==> src/rtl/audio_pkg.sv <==
// Shared types and constants for the stereo sample FIFO feeding the I2S shifter.
package audio_pkg;

    localparam int unsigned AUDIO_DW = 15;

    typedef enum logic {
        ST_FILL = 1'b0,
        ST_RUN  = 1'b1
    } audio_state_e;

    localparam logic [7:0] UNDERRUN_CNT_MAX = 8'd255;

    function automatic logic [7:0] sat_inc8(input logic [7:0] v);
        return (v == UNDERRUN_CNT_MAX) ? v : v + 8'd1;
    endfunction

endpackage

==> src/rtl/audio_fifo_ram.sv <==
// Simple dual-port sample RAM: synchronous write, registered read with a clear for refill.
module audio_fifo_ram #(
    parameter int unsigned Width = 30,
    parameter int unsigned AW    = 3
) (
    input  logic             clk_i,
    input  logic             rst_i,
    input  logic             wr_en_i,
    input  logic [AW-1:0]    wr_addr_i,
    input  logic [Width-1:0] wr_data_i,
    input  logic             rd_en_i,
    input  logic             rd_clr_i,
    input  logic [AW-1:0]    rd_addr_i,
    output logic [Width-1:0] rd_data_o
);

    logic [Width-1:0] mem_q [2**AW];
    logic [Width-1:0] rd_data_q, rd_data_d;

    always_ff @(posedge clk_i) begin
        if (wr_en_i) begin
            mem_q[wr_addr_i] <= wr_data_i;
        end
    end

    always_comb begin
        rd_data_d = rd_data_q;
        if (rd_clr_i) begin
            rd_data_d = '0;
        end else if (rd_en_i) begin
            rd_data_d = mem_q[rd_addr_i];
        end
    end

    // The read register is the output register seen by the shifter.
    always_ff @(posedge clk_i or posedge rst_i) begin
        if (rst_i) begin
            rd_data_q <= '0;
        end else begin
            rd_data_q <= rd_data_d;
        end
    end

    assign rd_data_o = rd_data_q;

endmodule

==> src/rtl/audio_sample_fifo.sv <==
// Stereo sample FIFO: accepts L/R pairs from the mixer and releases one pair per LR frame.
module audio_sample_fifo
    import audio_pkg::*;
#(
    parameter int unsigned DW                 = AUDIO_DW,
    parameter int unsigned AW                 = 3,
    parameter bit          REFILL_ON_UNDERRUN = 1'b1
) (
    input  logic          clk,
    input  logic          reset,
    input  logic          in_valid,
    output logic          in_ready,
    input  logic [DW-1:0] in_ldata,
    input  logic [DW-1:0] in_rdata,
    input  logic          lrck,
    input  logic          clr_flags,
    output logic [DW-1:0] ldata,
    output logic [DW-1:0] rdata,
    output logic [AW:0]   level,
    output logic          underrun,
    output logic          overrun,
    output logic [7:0]    underrun_cnt
);

    localparam int unsigned LW = AW + 1;
    localparam logic [AW:0] FullLevel = LW'(2 ** AW);
    localparam logic [AW:0] HalfLevel = LW'(2 ** (AW - 1));

    audio_state_e  state_q, state_d;
    logic [AW-1:0] wr_ptr_q, wr_ptr_d;
    logic [AW-1:0] rd_ptr_q, rd_ptr_d;
    logic [AW:0]   level_q, level_d;
    logic          lrck_dly_q, lrck_dly_d;
    logic          armed_q, armed_d;
    logic          underrun_q, underrun_d;
    logic          overrun_q, overrun_d;
    logic [7:0]    ucnt_q, ucnt_d;

    logic frame_edge, push, pop, underrun_ev, overrun_ev, rd_clr;

    assign in_ready = (level_q != FullLevel);
    assign push     = in_valid & in_ready;
    // After reset, lrck must be seen low before a rising edge counts as a frame.
    assign frame_edge = lrck & ~lrck_dly_q & armed_q;
    assign overrun_ev = in_valid & ~in_ready;

    always_comb begin
        pop         = 1'b0;
        underrun_ev = 1'b0;
        state_d     = state_q;
        case (state_q)
            ST_FILL: begin
                if (frame_edge && level_q >= HalfLevel) begin
                    pop     = 1'b1;
                    state_d = ST_RUN;
                end
            end
            ST_RUN: begin
                if (frame_edge) begin
                    if (level_q != '0) begin
                        pop = 1'b1;
                    end else begin
                        underrun_ev = 1'b1;
                        if (REFILL_ON_UNDERRUN) begin
                            state_d = ST_FILL;
                        end
                    end
                end
            end
            default: state_d = ST_FILL;
        endcase
    end

    assign rd_clr = underrun_ev & REFILL_ON_UNDERRUN;

    always_comb begin
        wr_ptr_d   = push ? wr_ptr_q + AW'(1) : wr_ptr_q;
        rd_ptr_d   = pop ? rd_ptr_q + AW'(1) : rd_ptr_q;
        level_d    = level_q;
        if (push && !pop) begin
            level_d = level_q + LW'(1);
        end else if (pop && !push) begin
            level_d = level_q - LW'(1);
        end
        lrck_dly_d = lrck;
        armed_d    = armed_q | ~lrck;

        // A new event in the same cycle as clr_flags takes priority.
        underrun_d = underrun_ev ? 1'b1 : (clr_flags ? 1'b0 : underrun_q);
        overrun_d  = overrun_ev ? 1'b1 : (clr_flags ? 1'b0 : overrun_q);
        ucnt_d     = ucnt_q;
        if (clr_flags) begin
            ucnt_d = underrun_ev ? 8'd1 : 8'd0;
        end else if (underrun_ev) begin
            ucnt_d = sat_inc8(ucnt_q);
        end
    end

    always_ff @(posedge clk or posedge reset) begin
        if (reset) begin
            state_q    <= ST_FILL;
            wr_ptr_q   <= '0;
            rd_ptr_q   <= '0;
            level_q    <= '0;
            lrck_dly_q <= 1'b0;
            armed_q    <= 1'b0;
            underrun_q <= 1'b0;
            overrun_q  <= 1'b0;
            ucnt_q     <= '0;
        end else begin
            state_q    <= state_d;
            wr_ptr_q   <= wr_ptr_d;
            rd_ptr_q   <= rd_ptr_d;
            level_q    <= level_d;
            lrck_dly_q <= lrck_dly_d;
            armed_q    <= armed_d;
            underrun_q <= underrun_d;
            overrun_q  <= overrun_d;
            ucnt_q     <= ucnt_d;
        end
    end

    logic [2*DW-1:0] rd_pair;

    audio_fifo_ram #(
        .Width (2 * DW),
        .AW    (AW)
    ) u_ram (
        .clk_i     (clk),
        .rst_i     (reset),
        .wr_en_i   (push),
        .wr_addr_i (wr_ptr_q),
        .wr_data_i ({in_ldata, in_rdata}),
        .rd_en_i   (pop),
        .rd_clr_i  (rd_clr),
        .rd_addr_i (rd_ptr_q),
        .rd_data_o (rd_pair)
    );

    assign ldata        = rd_pair[2*DW-1:DW];
    assign rdata        = rd_pair[DW-1:0];
    assign level        = level_q;
    assign underrun     = underrun_q;
    assign overrun      = overrun_q;
    assign underrun_cnt = ucnt_q;

endmodule

==> config.mk <==
export PLATFORM = sky130hd
export DESIGN_NAME = audio_sample_fifo
export DESIGN_NICKNAME = d
export VERILOG_FILES = /design/src/rtl/audio_pkg.sv /design/src/rtl/audio_fifo_ram.sv /design/src/rtl/audio_sample_fifo.sv
export SDC_FILE = /design/constraint.sdc
export NUM_CORES = 1
export LEC_CHECK = 0
export ABC_AREA = 1
export CAP_MARGIN = 25
export CORE_UTILIZATION = 30
export CTS_BUF_LIST = sky130_fd_sc_hd__clkbuf_4
export CTS_CLUSTER_DIAMETER = 200
export CTS_CLUSTER_SIZE = 25
export DETAILED_ROUTE_END_ITERATION = 16
export PLACE_DENSITY = 0.5
export SLEW_MARGIN = 30
export SYNTH_ARGS = -nofsm -noshare
export SYNTH_HDL_FRONTEND = slang
export SYNTH_SLANG_ARGS = --single-unit
==> constraint.sdc <==
create_clock -name clk -period 3.1 [get_ports clk]
set_input_delay 0.62 -clock clk [delete_from_list [all_inputs] [get_ports clk]]
set_output_delay 0.62 -clock clk [all_outputs]
set_load 0.01 [all_outputs]
==> results of run 1 <==
## Yosys cell counts
cell / instances
a21oi_1: 2
buf_1: 1
buf_2: 25
buf_4: 15
clkbuf_1: 14
dfrtp_1: 53
edfxtp_1: 240
fa_1: 1
ha_1: 6
inv_1: 116
inv_2: 2
nand2_1: 278
nand2_2: 3
nand3_1: 129
nand3b_1: 1
nand4_4: 1
nor2_1: 261
nor2_2: 1
nor2_4: 1
nor3_1: 1
o211ai_1: 1
o21ai_0: 36
o21ai_2: 1
o21bai_1: 2
or2_2: 1
xnor2_1: 3
xor2_1: 3
## cells by family after synthesis
logic type,synth area share
adders and majority gates,0.007678
xor gates and xnor gates,0.004244
and+or+nand+nor,0.2217
AOI/OAI and AO/OA,0.01788
buffers and inverters,0.05951
DFF,0.6890
## cell type report
| cell class | instances | area [um^2] |
|---|---|---|
| antenna | 1 | 2.502 |
| clock buffer | 23 | 172.7 |
| clock inverter | 1 | 8.758 |
| fill | 4124 | 26660 |
| inverter | 118 | 442.9 |
| multi-input combinational | 732 | 3179 |
| sequential | 293 | 8538 |
| tap | 532 | 665.6 |
| timing repair buffer | 100 | 1074 |
## per-stage QoR
step                total power, mW  worst slack [ps]  area [um^2]
floorplan                     8.234             250.3        12380
global route                  12.04             208.3        14080
CTS                           11.38             259.8        14080
finish                        11.16             347.1        14080
global placement              9.858             511.3        13900
detailed placement            9.894             479.9        13900
## how the worst max path moves through the flow
stage	startpoint	to	slack, ps
6_report	level[0]	in_ready	350
5_1_grt	level[0]	in_ready	210
4_1_cts	level[0]	in_ready	260
3_5_place_dp	lrck	level[3]	480
3_3_place_gp	lrck	level[3]	510
2_1_floorplan	level[0]	u_ram.mem_q[0][0]	250
## registers in the layout, summed over array words and instances, names as in the netlist
name	cells
u_ram.mem_q	240
u_ram.rd_data_o	30
underrun_cnt	8
level	4
rd_ptr_q	3
wr_ptr_q	3
armed_q	1
lrck_dly_q	1
overrun	1
state_q	1
underrun	1
## routing by layer
metal | vias to the layer above | part of all wire | GRT usage
li1 | 3989 | - | -
met1 | 3771 | 0.47 | 0.1934
met2 | 99 | 0.49 | 0.2385
met3 | 19 | 0.032 | 0.01536
met4 | 0 | 0.013 | 0.02169
met5 | - | 0 | 0
## worst min-delay path, cell delays in order
cell	delay, ps
clkdlybuf4s50_1	410
inv_2	70
buf_12	300
## report_power, final
group	total (mW)	leakage [nW]	switching, mW	internal (mW)
Clock	1.47	0.110	1.13	0.341
Sequential	5.36	2.84	0.337	5.02
Combinational	4.34	2.62	2.77	1.57
Total	11.2	5.57	4.23	6.93
==> run_results.csv, run 1 <==
group,metric,value,unit
worst_setup_path,reg2regPathDepth,12,
final_layout,mostFrequentLayoutCells,"278 x nand2_1, 253 x nor2_1, 240 x edfxtp_1",
worst_setup_path,critPathMaxFanout,6,
placement,dpl.cell_count,1775,
timing,finalClockSkew,28.68,ps
worst_setup_path,path_cells,"nor2_1, nand3_1, clkdlybuf4s50_1",
clocking,clk_path_buf_depth,3,
final_layout,final_common_cell,"nand2_1",
timing,layout_min_cycle_time,2753,ps
drt,drc,0,
logic_synthesis,yosysWarnings,0,
timing,fin_crit_sh,0.8880,
die,die_h,205.2,um
worst_setup_path,regToRegSetupSlack,770,ps
worst_setup_path,cp_num_buf_inv,1,
timing,fmax,363.3,MHz
timing,hold_ws,263.6,ps
die,initial_core_util,0.3040,
power,power.leakage,5.572,nW
clocking,clkSlewWorstSetupHoldPaths,260,ps
timing,final.setup.tns,0,ps
logic_synthesis,syn_avg_cell_area,10.34,um^2
final_layout,nets,1302,
timing,hold_violations,0,
logic_synthesis,netlist.area_leader.share,0.5819,
global_route,antenna_found_initial,1,
placement,io_buffer_count,79,
worst_setup_path,start_kind,"flip-flop",
global_route,grt_max_degree,212,
drt,wl_per_cell,15.98,um
die,die_w,205.2,um
worst_setup_path,regToRegEndpoint,"level[3]",
drt,postRouteAntennaNets,0,
final_layout,layout-drive-gt1-share,0.05288,
global_route,grtUsageTotal,0.1395,
worst_setup_path,critPathKind,"reg2out",
clocking,postCtsSetupRepairBufs,0,
placement,post-dp-hpwl,16020,um
clocking,cts_htree_levels,1,
global_route,gr-total-overflow,0,
logic_synthesis,syn_nets,1240,
worst_setup_path,max_stage_delay,530,ps
die,core,40740,um^2
placement,routabilityCongestion,0.7493,
logic_synthesis,synthesis.area,12380,um^2
die,boundaryPins,80,
flow_run,maxCapViolCount,0,
logic_synthesis,synth_seq_area_share,0.6890,
drt,wl,28760,um
clocking,cts_root_buf,"clkbuf_4",
die,rows,74,
worst_setup_path,worst-path-stages,3,
worst_setup_path,worst_setup_path_end_kind,"output port",
global_route,grt_pass1_vias,7629,
final_layout,finalNonFillerCells,1800,
worst_setup_path,arrival,2130,ps
logic_synthesis,yosys-top-cells-area,"edfxtp_1 58%, dfrtp_1 11%, nand2_1 8.4%",
power,vdd_drop_max,641.5,uV
logic_synthesis,synth_cells,1198,
clocking,clkLatencyLatePin,690,ps
drt,drt-initial-drc-count,451,
global_route,grt_first_pass_wirelength,45050,um
logic_synthesis,yosysTopAreaCell,"edfxtp_1",
timing,rsz0062_at_grt,"false",
final_layout,final_util,0.3457,
power,powerDensity,792.5,nW/um^2
drt,num_vias,7878,
die,die-area,42100,um^2
timing,setup_viol,0,
worst_hold_path,hp-class,"in2async",
drt,drtPass1Iterations,5,
worst_setup_path,critPathTopFamily,"flip-flops",
worst_setup_path,crit_required,2480,ps
clocking,cts_tree,"built",
logic_synthesis,synth.distinct_cells,27,
clocking,numCtsBuffers,15,
logic_synthesis,synth-seq-cells,293,
clocking,cts.sinks,293,
worst_setup_path,critPathSlowestCell,"dfrtp_1",
timing,slew-limit-headroom,0.4075,
worst_setup_path,regToRegStartpoint,"level[0]",
clocking,cts_resized,0,
outcome,status,"finished, final reports clean",
drt,via_per_inst,4.377,
timing,worst_pin_slew,888.7,ps
final_layout,area_growth,13.72,%
clocking,holdBufCountCts,0,
timing,slew_violations,0,
Power figures use the tool's default switching activity.
==> inputs of run 2 (changes only) <==
Settings changed: CTS_CLUSTER_DIAMETER 200 to 60.
==> run 2 against run 1 <==
Effect of this change: worst hold slack got worse by 10 ps; clock skew grew 13 ps; register-to-register slack better by 20 ps; critical path type unchanged.
==> run_results.csv, run 2 (synthesis gave the netlist of run 1 again) <==
group,metric,value,unit
worst_setup_path,max_stage_delay,510,ps
timing,hold_ws,253.4,ps
placement,pre_cts_ws,479.9,ps
final_layout,top_register,"u_ram.mem_q",
outcome,status,"finished, final reports clean",
die,boundaryPins,80,
global_route,grt_pass1_vias,7758,
placement,routabilityCongestion,0.7493,
clocking,clkSlewWorstSetupHoldPaths,190,ps
final_layout,layout-drive-gt1-share,0.06811,
clocking,numCtsBuffers,27,
flow_run,maxCapViolCount,0,
worst_hold_path,hp-class,"in2async",
drt,postRouteAntennaNets,0,
clocking,cts_resized,0,
clocking,cts.sinks,293,
drt,wl_per_cell,15.91,um
drt,num_vias,7954,
global_route,antenna_found_initial,1,
clocking,cts_tree,"built",
final_layout,nets,1314,
power,vdd_drop_max,605.1,uV
worst_setup_path,worst_setup_path_end_kind,"output port",
timing,finalClockSkew,41.30,ps
clocking,clk_path_buf_depth,3,
placement,io_buffer_count,79,
worst_setup_path,arrival,2090,ps
worst_setup_path,start_kind,"flip-flop",
worst_setup_path,critPathMaxFanout,6,
timing,layout_min_cycle_time,2714,ps
power,powerDensity,824.3,nW/um^2
timing,hold_violations,0,
die,core,40740,um^2
timing,slew_violations,0,
worst_setup_path,path_cells,"nor2_1, nand3_1, clkdlybuf4s50_1",
timing,finalWorstSetupSlack,386.0,ps
worst_setup_path,critPathKind,"reg2out",
timing,slew-limit-headroom,0.3927,
timing,worst_pin_slew,911.0,ps
final_layout,area_growth,15.69,%
clocking,postCtsSetupRepairBufs,0,
clocking,cts_htree_levels,1,
drt,drc,0,
worst_setup_path,critPathSlowestCell,"clkdlybuf4s50_1",
final_layout,mostFrequentLayoutCells,"278 x nand2_1, 253 x nor2_1, 240 x edfxtp_1",
final_layout,largest_reg_flops,240,
die,rows,74,
die,die-area,42100,um^2
global_route,grt_first_pass_wirelength,45540,um
worst_setup_path,crit_required,2480,ps
die,die_h,205.2,um
drt,drtPass1Iterations,6,
drt,wl,29040,um
die,initial_core_util,0.3040,
clocking,holdBufCountCts,0,
placement,dpl.cell_count,1775,
timing,fin_crit_sh,0.8755,
worst_setup_path,cp_num_buf_inv,1,
global_route,grtUsageTotal,0.1409,
final_layout,final_common_cell,"nand2_1",
clocking,clkLatencyLatePin,740,ps
timing,setup_viol,0,
timing,rsz0062_at_grt,"false",
die,die_w,205.2,um
final_layout,finalNonFillerCells,1825,
worst_setup_path,critPathTopFamily,"buffers and inverters",
drt,via_per_inst,4.358,
drt,drt-initial-drc-count,401,
global_route,grt_max_degree,212,
timing,fmax,368.5,MHz
clocking,cts_root_buf,"clkbuf_4",
power,power.leakage,5.689,nW
global_route,gr-total-overflow,0,
placement,post-dp-hpwl,16020,um
timing,final.setup.tns,0,ps
[run 2: cell types whose count changed in the layout (fill, tap and decap cells not counted), sizes merged]
| cell | previous run | this run |
|---|---|---|
| clkinvlp | 0 | 2 |
| inv | 119 | 126 |
| clkinv | 0 | 9 |
| bufinv | 0 | 2 |
| clkbuf | 23 | 28 |
[run 2: worst min-delay path, cell delays in order]
cell and delay [ps]:
clkdlybuf4s50_1 410, inv_2 70, buf_12 300
[run 2: routing by layer]
layer / routed length (um) / global-route usage / up-vias
met2: 13960 / 0.2382 / 106
met3: 870 / 0.01520 / 31
li1: - / - / 4045
met4: 461 / 0.02989 / 0
met1: 13750 / 0.1949 / 3772
met5: 0 / 0 / -
[run 2: layout make-up]
class,instances,area [um^2]
Antenna cell,1,2.502
Timing Repair Buffer,100,1074
Fill cell,4124,26410
Multi-Input combinational cell,732,3179
Clock inverter,21,215.2
Inverter,118,442.9
Sequential cell,293,8538
Clock buffer,28,210.2
Tap cell,532,665.6
[run 2: where the power goes]
group / leakage, nW / switching (mW) / internal (mW)
logic: 2.62 / 2.77 / 1.57
registers: 2.84 / 0.340 / 5.02
clock network: 0.228 / 1.42 / 0.696
[run 2: path summary, 6_finish.rpt]
kind	start	endpoint	slack [ps]	cells past startpoint
worst max-delay path	level[0]	in_ready	390	3
worst min-delay path	reset	u_ram.rd_data_o[10]	250	3
worst max register to register	level[0]	level[3]	790	12
worst min register to register	armed_q	armed_q	480	2
max in group asynchronous	reset	rd_ptr_q[0]	2530	3
min in group clk	lrck	lrck_dly_q	390	1
[run 2: through the flow]
| stage | instance area [um^2] | total power, mW | utilization |
|---|---|---|---|
| 5_1_grt | 14330 | 12.72 | 0.3517 |
| 3_3_place_gp | 13900 | 9.858 | 0.3412 |
| 4_1_cts | 14330 | 12.02 | 0.3516 |
| 6_report | 14330 | 11.81 | 0.3517 |
| 3_5_place_dp | 13900 | 9.894 | 0.3412 |
| 2_1_floorplan | 12380 | 8.234 | - |
==> inputs of run 3 (changes only) <==
Settings changed: GPL_TIMING_DRIVEN set to 0, HOLD_SLACK_MARGIN set to 0.15.
Clock period 3.1 ns to 2.8 ns, I/O delays scaled along.
==> run 3 against run 2 <==
Effect of this change: routed wire length rose by 9.6%; sequential power rose by 9.7%; non-clock buffer count rose by 46; critical endpoint unchanged; via count rose by 3.7%; combinational power rose by 24%; clock skew rose by 52 ps; worst hold slack improved by 110 ps; sequential share of layout area fell by 1.5 points; final cell count rose by 2.6%; largest power group unchanged.
==> run_results.csv, run 3 (synthesis gave the netlist of run 1 again) <==
group,metric,value,unit
die,boundaryPins,80,
timing,slew-limit-headroom,0.4832,
flow_run,maxCapViolCount,0,
final_layout,regArea,8533,um^2
drt,drtPass1Iterations,4,
die,die-area,42100,um^2
worst_hold_path,whs_path_depth,1,
outcome,status,"finished, final reports clean",
drt,drt-initial-drc-count,470,
worst_setup_path,arrival,2090,ps
worst_setup_path,crit_required,2240,ps
drt,postRouteAntennaNets,0,
worst_setup_path,regToRegStartpoint,"level[0]",
worst_setup_path,reg2regPathDepth,12,
timing,layout_min_cycle_time,2653,ps
final_layout,largest_reg_flops,240,
timing,setup_viol,0,
final_layout,final_util,0.3606,
global_route,grt_first_pass_wirelength,48620,um
worst_hold_path,hold_path_end,"lrck_dly_q",
timing,rsz0062_at_grt,"false",
worst_setup_path,worst_setup_path_end_kind,"output port",
clocking,cts.sinks,293,
clocking,numCtsBuffers,27,
final_layout,nets,1360,
final_layout,fillCellCount,4043,
placement,dpl.cell_count,1819,
power,powerDensity,932.9,nW/um^2
worst_hold_path,hp-class,"in2reg",
global_route,grt_max_degree,39,
global_route,grtUsageTotal,0.1540,
clocking,holdBufCountCts,2,
timing,hold_violations,0,
placement,routabilityCongestion,0.7536,
worst_setup_path,startpoint,"level[0]",
clocking,cts_htree_levels,1,
final_layout,finalNonFillerCells,1872,
final_layout,top_register,"u_ram.mem_q",
timing,slew_violations,0,
timing,fmax,376.9,MHz
timing,finalWorstSetupSlack,146.7,ps
final_layout,layout-drive-gt1-share,0.08887,
drt,wl_per_cell,17.00,um
placement,io_buffer_count,78,
final_layout,final_common_cell,"nand2_1",
die,rows,74,
timing,final.setup.tns,0,ps
final_layout,area_growth,18.62,%
clocking,cts_resized,0,
drt,wl,31830,um
clocking,postCtsSetupRepairBufs,0,
worst_setup_path,start_kind,"flip-flop",
global_route,antenna_found_initial,1,
die,core,40740,um^2
final_layout,multi_input_area,3174,um^2
power,vdd_drop_max,381.6,uV
final_layout,mostFrequentLayoutCells,"278 x nand2_1, 253 x nor2_1, 240 x edfxtp_1",
clocking,cts_tree,"built",
worst_setup_path,critPathMaxFanout,6,
worst_setup_path,regToRegSetupSlack,260,ps
timing,worst_pin_slew,775.2,ps
die,die_h,205.2,um
die,initial_core_util,0.3040,
clocking,cts_root_buf,"clkbuf_4",
global_route,grt_pass1_vias,8082,
drt,num_vias,8249,
worst_hold_path,hp-start,"lrck",
timing,fin_crit_sh,0.9476,
timing,finalClockSkew,93.73,ps
worst_setup_path,regToRegEndpoint,"level[3]",
clocking,clkSlewWorstSetupHoldPaths,160,ps
clocking,clk_path_buf_depth,3,
drt,via_per_inst,4.407,
power,power.leakage,5.882,nW
clocking,clkLatencyLatePin,800,ps
drt,drc,0,
die,die_w,205.2,um
placement,pre_cts_ws,-193.1,ps
placement,post-dp-hpwl,20590,um
worst_setup_path,critPathKind,"reg2out",
global_route,gr-total-overflow,0,
[run 3: critical path, cell delays in order, from the launching register on]
cell and delay [ps]:
dfrtp_1 490, nor2_1 220, nand3_1 150, clkdlybuf4s50_1 510
[run 3: layer usage]
layer / global-route usage / vias up / part of all wire
met2: 0.2625 / 187 / 0.48
li1: - / 4136 / -
met1: 0.2030 / 3872 / 0.45
met3: 0.02296 / 54 / 0.046
met5: 0 / - / 0
met4: 0.04286 / 0 / 0.026
[run 3: worst max path at each step]
| stage | endpoint | slack (ps) | cells past startpoint |
|---|---|---|---|
| global route | in_ready | 20 | 3 |
| finish | in_ready | 150 | 3 |
| floorplan | u_ram.mem_q[0][0] | -50 | 5 |
| detailed placement | level[3] | -190 | 13 |
| CTS | in_ready | 60 | 3 |
| global placement | u_ram.mem_q[4][22] | -1800 | 4 |
[run 3: area by class of cell]
type / instances / area share
Buffer: 55 / 0.02002
Clock buffer: 27 / 0.01380
Inverter: 118 / 0.03032
Sequential cell: 293 / 0.5809
Multi-Input combinational cell: 732 / 0.2161
Timing Repair Buffer: 91 / 0.07427
Antenna cell: 1 / 0.0001703
Tap cell: 532 / 0.04531
Clock inverter: 23 / 0.01916
[run 3: stage by stage]
stage | hold slack (ps) | area (um^2) | power (mW)
after floorplan | 426.6 | 12380 | 9.116
after global placement | 438.9 | 13830 | 11.16
after detailed placement | 447.5 | 14180 | 11.45
after CTS | 306.1 | 14690 | 13.92
after global routing | 327.1 | 14690 | 14.64
final | 358.6 | 14690 | 13.71
[run 3: power breakdown]
part	internal [mW]	total, mW	switching [mW]
Sequential	5.55	5.88	0.327
Combinational	1.95	5.38	3.43
Clock	0.730	2.44	1.71
